### config.mk
export PLATFORM = sky130hd
export DESIGN_NAME = traffic_lite_rr_flat
export DESIGN_NICKNAME = d
export VERILOG_FILES = /design/src/rtl/traffic_lite_rr_if.sv /design/src/rtl/traffic_lite_rr.sv /design/src/flat_wrapper.sv
export SDC_FILE = /design/constraint.sdc
export NUM_CORES = 1
export LEC_CHECK = 0
export CORE_MARGIN = 1.5
export CORE_UTILIZATION = 30
export DETAILED_ROUTE_END_ITERATION = 12
export DONT_BUFFER_PORTS = 1
export GPL_TIMING_DRIVEN = 0
export PLACE_DENSITY_LB_ADDON = 0.2
export SYNTH_ARGS = -nofsm -noshare
export SYNTH_HDL_FRONTEND = slang
export SYNTH_SLANG_ARGS = --single-unit
export TNS_END_PERCENT = 20
### constraint.sdc
create_clock -name clk -period 2.4 [get_ports clk]
set_input_delay 0.48 -clock clk [delete_from_list [all_inputs] [get_ports clk]]
set_output_delay 0.48 -clock clk [all_outputs]
set_load 0.1 [all_outputs]
### src/rtl/traffic_lite_rr_if.sv
// Lamp/sensor bundle for traffic_lite_rr.
//   car        : per-approach car sensors (driven by master)
//   green      : one-hot green lamps
//   yellow     : one-hot yellow lamps
//   active_dir : index of the approach owning green/yellow
//   phase      : 00 GREEN, 01 YELLOW, 10 ALL_RED
interface traffic_lite_rr_if #(
   parameter int unsigned NUM_DIR = 2
);
   localparam int unsigned AW = (NUM_DIR > 1) ? $clog2(NUM_DIR) : 1;

   logic [NUM_DIR-1:0] car;
   logic [NUM_DIR-1:0] green;
   logic [NUM_DIR-1:0] yellow;
   logic [AW-1:0]      active_dir;
   logic [1:0]         phase;

   // Environment side: drives sensors, watches lamps.
   modport master (
      output car,
      input  green, yellow, active_dir, phase
   );

   // Controller side.
   modport slave (
      input  car,
      output green, yellow, active_dir, phase
   );
endinterface

### src/rtl/traffic_lite_rr.sv
// Round-robin traffic light controller for NUM_DIR approaches.
// Cycles GREEN -> YELLOW -> ALL_RED -> GREEN, handing green to the next
// requesting approach in round-robin order. All lamp outputs are registered.
// Ports:
//   clk   : rising-edge clock
//   rst_n : asynchronous active-low reset (approach 0 green)
//   bus   : traffic_lite_rr_if.slave (car in; green, yellow, active_dir, phase out)
module traffic_lite_rr #(
   parameter int unsigned NUM_DIR      = 2,
   parameter int unsigned MIN_GREEN    = 8,
   parameter int unsigned MAX_GREEN    = 32,
   parameter int unsigned YELLOW_TIME  = 4,
   parameter int unsigned ALL_RED_TIME = 2,
   parameter int unsigned CNT_W        = 8
) (
   input  logic                    clk,
   input  logic                    rst_n,
   traffic_lite_rr_if.slave        bus
);

   localparam int unsigned AW = (NUM_DIR > 1) ? $clog2(NUM_DIR) : 1;

   localparam logic [1:0] ST_GREEN   = 2'b00;
   localparam logic [1:0] ST_YELLOW  = 2'b01;
   localparam logic [1:0] ST_ALL_RED = 2'b10;

   localparam logic [CNT_W-1:0] MIN_GREEN_M1 = CNT_W'(MIN_GREEN - 1);
   localparam logic [CNT_W-1:0] MAX_GREEN_M1 = CNT_W'(MAX_GREEN - 1);
   localparam logic [CNT_W-1:0] YELLOW_M1    = CNT_W'(YELLOW_TIME - 1);
   localparam logic [CNT_W-1:0] ALL_RED_M1   = CNT_W'(ALL_RED_TIME - 1);

   logic [1:0]         state_q,  state_d;
   logic [CNT_W-1:0]   cnt_q,    cnt_d;
   logic [AW-1:0]      active_q, active_d;
   logic [AW-1:0]      next_q,   next_d;
   logic [NUM_DIR-1:0] green_q,  green_d;
   logic [NUM_DIR-1:0] yellow_q, yellow_d;
   logic [1:0]         phase_q,  phase_d;

   logic [NUM_DIR-1:0] req_c;
   logic               rr_found_c;
   logic [AW-1:0]      rr_sel_c;
   int unsigned        rr_idx;

   // The active approach never requests itself.
   assign req_c = bus.car & ~(NUM_DIR'(1) << active_q);

   // Round-robin pick: first requester at distance 1, 2, ... from active_q.
   always_comb begin
      rr_found_c = 1'b0;
      rr_sel_c   = active_q;
      rr_idx     = 0;
      for (int unsigned k = 1; k < NUM_DIR; k++) begin
         rr_idx = 32'(active_q) + k;
         if (rr_idx >= NUM_DIR) rr_idx = rr_idx - NUM_DIR;
         if (!rr_found_c && req_c[AW'(rr_idx)]) begin
            rr_found_c = 1'b1;
            rr_sel_c   = AW'(rr_idx);
         end
      end
   end

   // Next-state, counter and lamp decode.
   always_comb begin
      state_d  = state_q;
      cnt_d    = (&cnt_q) ? cnt_q : cnt_q + CNT_W'(1);
      active_d = active_q;
      next_d   = next_q;

      case (state_q)
         ST_GREEN: begin
            // MAX_GREEN term is already implied by MIN_GREEN <= MAX_GREEN;
            // kept so the bound is explicit.
            if (rr_found_c && (cnt_q >= MIN_GREEN_M1 || cnt_q >= MAX_GREEN_M1)) begin
               state_d = ST_YELLOW;
               next_d  = rr_sel_c;
               cnt_d   = '0;
            end
         end
         ST_YELLOW: begin
            if (cnt_q >= YELLOW_M1) begin
               state_d = ST_ALL_RED;
               cnt_d   = '0;
            end
         end
         ST_ALL_RED: begin
            if (cnt_q >= ALL_RED_M1) begin
               state_d  = ST_GREEN;
               active_d = next_q;
               cnt_d    = '0;
            end
         end
         default: begin
            state_d = ST_GREEN;
            cnt_d   = '0;
         end
      endcase

      green_d  = (state_d == ST_GREEN)  ? (NUM_DIR'(1) << active_d) : '0;
      yellow_d = (state_d == ST_YELLOW) ? (NUM_DIR'(1) << active_d) : '0;
      phase_d  = state_d;
   end

   // State and output registers.
   always_ff @(posedge clk or negedge rst_n) begin
      if (!rst_n) begin
         state_q  <= ST_GREEN;
         cnt_q    <= '0;
         active_q <= '0;
         next_q   <= '0;
         green_q  <= NUM_DIR'(1);
         yellow_q <= '0;
         phase_q  <= ST_GREEN;
      end else begin
         state_q  <= state_d;
         cnt_q    <= cnt_d;
         active_q <= active_d;
         next_q   <= next_d;
         green_q  <= green_d;
         yellow_q <= yellow_d;
         phase_q  <= phase_d;
      end
   end

   assign bus.green      = green_q;
   assign bus.yellow     = yellow_q;
   assign bus.active_dir = active_q;
   assign bus.phase      = phase_q;

endmodule

### src/flat_wrapper.sv
// flat-port wrapper written by rule: the top's interface ports become plain ports
module traffic_lite_rr_flat 
#(
   parameter int unsigned NUM_DIR      = 2,
   parameter int unsigned MIN_GREEN    = 8,
   parameter int unsigned MAX_GREEN    = 32,
   parameter int unsigned YELLOW_TIME  = 4,
   parameter int unsigned ALL_RED_TIME = 2,
   parameter int unsigned CNT_W        = 8
)
  (clk, rst_n, bus_car, bus_green, bus_yellow, bus_active_dir, bus_phase);
  traffic_lite_rr_if #(.NUM_DIR(NUM_DIR)) bus_i ();
  input  logic clk;
  input  logic rst_n;
  input wire logic [$bits(bus_i.car)-1:0] bus_car;
  output wire logic [$bits(bus_i.green)-1:0] bus_green;
  output wire logic [$bits(bus_i.yellow)-1:0] bus_yellow;
  output wire logic [$bits(bus_i.active_dir)-1:0] bus_active_dir;
  output wire logic [$bits(bus_i.phase)-1:0] bus_phase;
  assign bus_i.car = bus_car;
  assign bus_green = bus_i.green;
  assign bus_yellow = bus_i.yellow;
  assign bus_active_dir = bus_i.active_dir;
  assign bus_phase = bus_i.phase;
  traffic_lite_rr #(.NUM_DIR(NUM_DIR), .MIN_GREEN(MIN_GREEN), .MAX_GREEN(MAX_GREEN), .YELLOW_TIME(YELLOW_TIME), .ALL_RED_TIME(ALL_RED_TIME), .CNT_W(CNT_W)) u_core (.clk(clk), .rst_n(rst_n), .bus(bus_i));
endmodule
# Word-level counts from Yosys, hierarchy flattened

Cells that the tools add are included.
Widths: inputs -> output; s select.

Register bits after elaboration: 16
Input bits: 4
Logic and storage cells: 46

Add/subtract/negate cells: 3
Magnitude comparators: 6
Equal/unequal tests: 3
Shift operators: 2
Muxes and demuxes: 18
Bitwise operators: 2
Reductions and logical operators: 6

Operators with widths:

| kind                | number |
|---|---|
| $mux 8              | 4 |
| $pmux 8 s3          | 1 |
| $mux 2              | 5 |
| $add 8x1->8 const B | 1 |
| $ge 8x1->1 const B  | 1 |
| $ge 8x2->1 const B  | 1 |
| $ge 8x3->1 const B  | 1 |
| $ge 8x5->1 const B  | 1 |
| $reduce_and 8->1    | 1 |
| $mux 1              | 7 |
| $pmux 2 s3          | 1 |
| $eq 2x1->1 const B  | 2 |
| $logic_not 2->1     | 2 |
| $shl 1x1->2 const A | 2 |
| $add 1x1->2 const B | 1 |
| $and 2x2->2         | 1 |
| $eq 2x2->1 const B  | 1 |
| $ge 2x2->1 const B  | 1 |
| $lt 1x2->1 const B  | 1 |
| $not 2->2           | 1 |
| $reduce_and 2->1    | 1 |
| $logic_and 1x1->1   | 1 |
| $logic_or 1x1->1    | 1 |
| $sub 1x1->1 const B | 1 |

# Logic depth before layout (Yosys ltp)

Word-level depth: 11
Gate-level depth with buffers: 6
Gate-level depth less buffers: 6

# Worst setup path after synthesis

Ideal clock, no wire load.

Kind: flip-flop to flip-flop
Start point: register u_core.state_q[1]
End point: register u_core.cnt_q[0]
Library setup time: 0.141 ns
Data arrival time: 1.933 ns
Data required time: 2.259 ns
Slack: 0.326 ns
Cell stages (with the launch flop): 5
Buffers on the path: 1
Period minus slack after synthesis: 2.074 ns
Cells stage by stage: dfrtp_1 clkbuf_1 nor2_1 a221oi_2 nor2_1

Word-level cells in the longest chain between the ends: 2
Elaborated cells on any way between the ends: 4

Ends and longest elaborated chain:

| element                            | RTL line               | source |
|---|---|---|
| start, declared                    | traffic_lite_rr.sv:32  | `logic [1:0] state_q, state_d;` |
| start signal, assigned             | traffic_lite_rr.sv:115 | `state_q <= state_d;` |
| $eq 2x2->1 (tied with other cells) | traffic_lite_rr.sv:70  | `case (state_q)` |
| $pmux 8 s3 (*)                     | traffic_lite_rr.sv:70  |  |
| net u_core.cnt_d[0]                | traffic_lite_rr.sv:33  | `logic [CNT_W-1:0] cnt_q, cnt_d;` |
| end signal, assigned               | traffic_lite_rr.sv:116 | `cnt_q <= cnt_d;` |
| end, declared                      | traffic_lite_rr.sv:33  |  |

The timed path passes the listed nets; every way through them passes the cells marked *.
A chain may end at the register's enable or synchronous reset.

# Final worst setup path

Start point: register u_core.active_q, in the netlist u_core.bus.active_dir
End point: register u_core.cnt_q[3]

Word-level cells in the longest chain between the ends: 9
Elaborated cells on any way between the ends: 13

Ends and longest elaborated chain:

| element                                           | RTL line                                     | source |
|---|---|---|
| start, declared                                   | traffic_lite_rr.sv:34                        | `logic [AW-1:0] active_q, active_d;` |
| start signal, assigned                            | traffic_lite_rr.sv:117                       | `active_q <= active_d;` |
| $add 1x1->2 / $shl 1x1->2 (equally long branches) | traffic_lite_rr.sv:54, traffic_lite_rr.sv:46 |  |
| $ge 2x2->1 (tied with other cells)                | traffic_lite_rr.sv:55                        | `if (rr_idx >= NUM_DIR) rr_idx = rr_idx - NUM_DIR;` |
| $mux 1 / $and 2x2->2 (equally long branches)      | traffic_lite_rr.sv:55, traffic_lite_rr.sv:46 |  |
| $mux 1 (not written as such) (*) (2 in a row)     | traffic_lite_rr.sv:56                        | `if (!rr_found_c && req_c[AW'(rr_idx)]) begin` |
| $mux 1 (*)                                        | traffic_lite_rr.sv:56                        |  |
| $logic_and 1x1->1 (*)                             | traffic_lite_rr.sv:74                        | `if (rr_found_c && (cnt_q >= MIN_GREEN_M1 \|\| cnt_q >= MAX_GREEN_M1)) begin` |
| $mux 8 (*)                                        | traffic_lite_rr.sv:74                        |  |
| $pmux 8 s3 (*)                                    | traffic_lite_rr.sv:70                        |  |
| net u_core.cnt_d[3]                               | traffic_lite_rr.sv:33                        |  |

The timed path passes the listed nets; every way through them passes the cells marked *. The select of a mux whose other input is x is not followed.

==> results.ini <==
[outcome]
status=finished, final reports clean

[routing]
drcViolationCount=0
wirelength_mm=1.70
ant_nets=0
num_vias=646
dr.pass1.iters=4
drtIter0Drc=17
wl_per_cell_um=13.6
vias_per_cell=5.17

[layout]
stdcell_count=125
utilization_pct=34.7
diodes=0
drive_above_1_share_pct=12.8
syn_to_final_growth_pct=10.1
layout.nets=102

[floorplanning]
die_w_um=56.8
core_region_area_um2=2760
initial_core_util_pct=31.5
die_h_um=56.8
io_pins=11
die_area_um2=3230
rows=19

[min_path]
holdPathStages=2
min-delay-start=bus_car[1]
hp-class=primary input to flip-flop
hold_path_end=u_core.next_q

[worst_setup_path]
path_max_fanout=8
rr_startpoint=u_core.bus.active_dir
cp.arrival_ns=2.35
path_class=flip-flop to flip-flop
startpoint_type=flip-flop
cp_data_required_time_ns=2.55
endpoint_kind=flip-flop
ff2ff_path_depth=3
rr_endpoint=u_core.cnt_q[3]
r2r_slack_ns=0.20

[synthesis]
synth.most_common_cell=dfrtp_1
ys_ff_latch=16
synth_edf_count=0
yosysWarnings=0
yosys-top-cells-count=dfrtp_1 (15), nor2_1 (10), nand2_1 (7)
seq_area_frac_synth_pct=46.3
synthFlopType=dfrtp_1
syn_area_um2=868
async_flop_share_pct=100
synth_cell_types=33
yosys.area.top_type=dfrtp_1
synth_top_cell_area_share_pct=43.2
syn_inst=89
synth_area_per_cell_um2=9.76
yosys-top-cells-area=dfrtp_1 (43%), mux2i_1 (4.6%), ha_1 (4.3%)
syn-num-nets=96

[global_route]
antenna_found_initial=0
globalRouteOverflowTotal=0
grt_util_all_layers_pct=12.3
grt_pass1_wl_mm=3.08
grt_max_degree=17
grt_pass1_vias=641

[timing]
fin_crit_sh_pct=91.5
slew_headroom_pct=30.4
tns_ns=0
clock_skew_ns=0.0101
grt_setup_unrepaired=false
period_needed_ns=2.20
drv_slew=0
setup_violations=0
tightest_slew_ns=1.04
hold_violations=0
max_clock_freq_mhz=456

[clocking]
cts_tree=done
cts_sinks=16
htreeDepth=1
cts.root.buffer_cell=clkbuf_4
clk_pin_slew_ns=0.10
cts_buffer_depth=2
insertion_delay_ns=0.29
tritoncts.num_buffers=3
cts_setup_buffers=0

[job]
maxCapViolations=0

[placed_design]
io_buffers=0
place_inst=120
place_congestion=0.735
post-dp-hpwl_mm=1.24

## worst max-delay path, cell delays in order (launching register included)
cell and delay [ns]:
dfrtp_1 1.05, mux2i_1 0.25, a221oi_2 0.66, nor2_1 0.11
## area by class of cell
| class | count | area [um2] |
|---|---|---|
| plain buffers | 2 | 7.51 |
| multi-input cells | 65 | 437 |
| inverters | 6 | 22.5 |
| well taps | 31 | 38.8 |
| flip-flops and latches | 16 | 404 |
| repair buffers | 1 | 10.0 |
| clock buffers | 4 | 36.3 |
| fillers | 287 | 1800 |
## layout by cell type (no fill, tap or decap), types with 2 or more instances in the layout
| master | count |
|---|---|
| or3_1 | 2 |
| nand4_1 | 2 |
| dfrtp_2 | 2 |
| o21ai_0 | 2 |
| ha_1 | 3 |
| nand2_1 | 7 |
| nand3_1 | 3 |
| nand2b_1 | 3 |
| inv_1 | 6 |
| nor4_1 | 2 |
| xnor2_1 | 2 |
| clkbuf_4 | 3 |
| mux2i_1 | 4 |
| nor2_1 | 10 |
| nor3_1 | 4 |
| dfrtp_1 | 13 |
| a21oi_1 | 4 |
| clkbuf_1 | 2 |
| a31oi_1 | 2 |
## sequential cells by signal, indices dropped and copies added, names as in the netlist
signal	count
u_core.bus.yellow	2
u_core.bus.active_dir	1
u_core.next_q	1
u_core.cnt_q	8
u_core.bus.green	2
u_core.state_q	2
## through the flow
stage          setup WS, ns  instance area (um2)  hold slack (ns)
2_1_floorplan         0.326                  868            0.184
3_3_place_gp       -0.00667                  907            0.185
3_5_place_dp        -0.0143                  907            0.185
4_1_cts              0.0737                  955            0.375
5_1_grt             0.00170                  956            0.404
6_report              0.205                  956            0.385
## metal layers
metal | wire length [um] | track usage (%) | up-vias
met5 | 0 | 0 | -
met4 | 13 | 2.99 | 0
met3 | 62 | 4.84 | 2
met2 | 757 | 19.1 | 9
met1 | 869 | 16.0 | 306
li1 | - | - | 329
## repair_timing
action / 4_1_cts / 5_1_grt
hold buffers: 1 / 0
cloned: 0 / 0
hold endpoints to repair: 16 / 0
endpoints found under the setup margin: 5 / 7
gates resized for setup: 1 / 1
## logic make-up after synthesis
| group | after synthesis | synth area share [%] |
|---|---|---|
| adders and majority gates | 4 | 5.48 |
| and+or+nand+nor | 38 | 23.8 |
| buffers and inverters | 8 | 3.46 |
| muxes | 4 | 4.61 |
| xor gates and xnor gates | 2 | 2.02 |
| DFF | 16 | 46.3 |
| AOI/OAI and AO/OA | 17 | 14.4 |
## worst max-delay path by stage
stage / endpoint / slack, ns / cells after the start / from
2_1_floorplan: u_core.cnt_q[0] / 0.33 / 4 / u_core.state_q[1]
3_3_place_gp: u_core.cnt_q[3] / -0.007 / 4 / u_core.state_q[1]
3_5_place_dp: u_core.cnt_q[0] / -0.01 / 4 / u_core.state_q[1]
4_1_cts: u_core.cnt_q[3] / 0.07 / 3 / u_core.state_q[0]
5_1_grt: u_core.cnt_q[7] / 0.002 / 3 / u_core.bus.active_dir
6_report: u_core.cnt_q[3] / 0.20 / 3 / u_core.bus.active_dir
Power is left out: the tool's default activity adds up to more than one toggle a clock period on the data nets, which glitch-free logic cannot reach.
==> RTL edit (config.mk and constraints unchanged) <==
`NUM_DIR` is set to 2 in 3 places; all go to 4.
--- a/src/rtl/traffic_lite_rr_if.sv
+++ b/src/rtl/traffic_lite_rr_if.sv
@@ -6,5 +6,5 @@
 //   phase      : 00 GREEN, 01 YELLOW, 10 ALL_RED
 interface traffic_lite_rr_if #(
-   parameter int unsigned NUM_DIR = 2
+   parameter int unsigned NUM_DIR = 4
 );
    localparam int unsigned AW = (NUM_DIR > 1) ? $clog2(NUM_DIR) : 1;
--- a/src/rtl/traffic_lite_rr.sv
+++ b/src/rtl/traffic_lite_rr.sv
@@ -7,5 +7,5 @@
 //   bus   : traffic_lite_rr_if.slave (car in; green, yellow, active_dir, phase out)
 module traffic_lite_rr #(
-   parameter int unsigned NUM_DIR      = 2,
+   parameter int unsigned NUM_DIR      = 4,
    parameter int unsigned MIN_GREEN    = 8,
    parameter int unsigned MAX_GREEN    = 32,
--- a/src/flat_wrapper.sv
+++ b/src/flat_wrapper.sv
@@ -2,5 +2,5 @@
 module traffic_lite_rr_flat 
 #(
-   parameter int unsigned NUM_DIR      = 2,
+   parameter int unsigned NUM_DIR      = 4,
    parameter int unsigned MIN_GREEN    = 8,
    parameter int unsigned MAX_GREEN    = 32,
Ports: changed (resized bus_active_dir, bus_car, bus_green and bus_yellow); port bits go from 11 to 18. The function was not compared with the original's and may differ.
==> RTL edit against the original RTL <==
  * Synthesized cell count up 54%
  * Hold slack worse by 340 ps
  * Final area up 64%
  * Sequential cell count rose by 6
  * Setup slack worse by 100 ps
  * Maximum frequency fell by 4.6%
  * Wire length is 63% higher
  * Synthesized area increased by 51%
  * Final cell count increased by 58%
Power is left out: the tool's default activity adds up to more than one toggle a clock period on the data nets, which glitch-free logic cannot reach.
==> RTL edit: results (changes against the original RTL) <==
clock_network:
  clk_pin_slew_ps: 80  # was 100 ps
logic_synthesis:
  synth_cells: 137  # was 89
  synth_fp_nets: 150  # was 96
  synthTopCellsByArea: "dfrtp_1 (40%), ha_1 (6.7%), nor2_1 (4.6%)"  # was dfrtp_1 (43%), mux2i_1 (4.6%), ha_1 (4.3%)
route:
  dr_wl_met3_um: 77  # was 62 µm
  m1WireLength_mm: 1.32  # was 869 µm
  drt_iter0_markers: 57  # was 17
  avgViaCountPerCell: 5.08  # was 5.17
timing:
  tightest_slew_ps: 962  # was 1040 ps
  fin_crit_ps: 2300  # was 2200 ps
  holdWs_ps: 46.9  # was 385 ps
  fin_skew_ps: 3.83  # was 10.1 ps
placed_design:
  place_inst: 187  # was 120
  placed_area_mm2: 0.00138  # was 907 µm²
  gp_congestion: 0.786  # was 0.735
  dp_hpwl_mm: 1.94  # was 1.24 mm
finish:
  fin_nets: 161  # was 102
  fillers: 405  # was 287
  layoutNonFillerInstCount: 197  # was 125
  layout-drive-gt1-share_pct: 23.8  # was 12.8%
status:
  status: "finished clean"  # unchanged
setup_path:
  worst_r2r_path_depth: 8  # was 3
  cp_slowest_cell: "dfrtp_4"  # was dfrtp_1
  cp-startpoint: "u_core.bus.active_dir[0]"  # was u_core.bus.active_dir
  cpPeakStageDelay_ps: 640  # was 1050 ps
  crit_family: "compound AO/OA/AOI/OAI gates"  # was flip-flops
  arrival_ps: 2470  # was 2350 ps
hold_path:
  hp-class: "input pin to async pin"  # was input pin to flop
global_route:
  first_global_vias: 943  # was 641
  groute.usage.overall_pct: 11.5  # was 12.3%
  grt_max_degree: 22  # was 17
[RTL edit: kinds of logic after synthesis]
kind of cell | count (synthesis) | share of synthesized area (%)
adder cells (fa/ha/maj) | 7 | 6.68
XOR/XNOR | 3 | 2.00
multiplexers | 6 | 6.58
AND/OR/NAND/NOR | 60 | 25.1
AO/OA/AOI/OAI | 26 | 13.6
buffers and inverters | 13 | 3.91
flip-flops | 22 | 42.1
[RTL edit: final cells by class]
class | count | share of cell area (%)
tap | 50 | 4.00
clock inverter | 1 | 1.92
clock buffer | 3 | 2.64
inverter | 10 | 2.40
multi-input combinational | 102 | 48.8
sequential | 22 | 35.8
timing repair buffer | 6 | 2.88
buffer | 3 | 1.52
[RTL edit: layer usage]
metal  up-vias  track usage, %
li1        500               -
met1       479            15.8
met2        17            18.3
met3         5            1.61
met4         0            4.58
met5         -               0
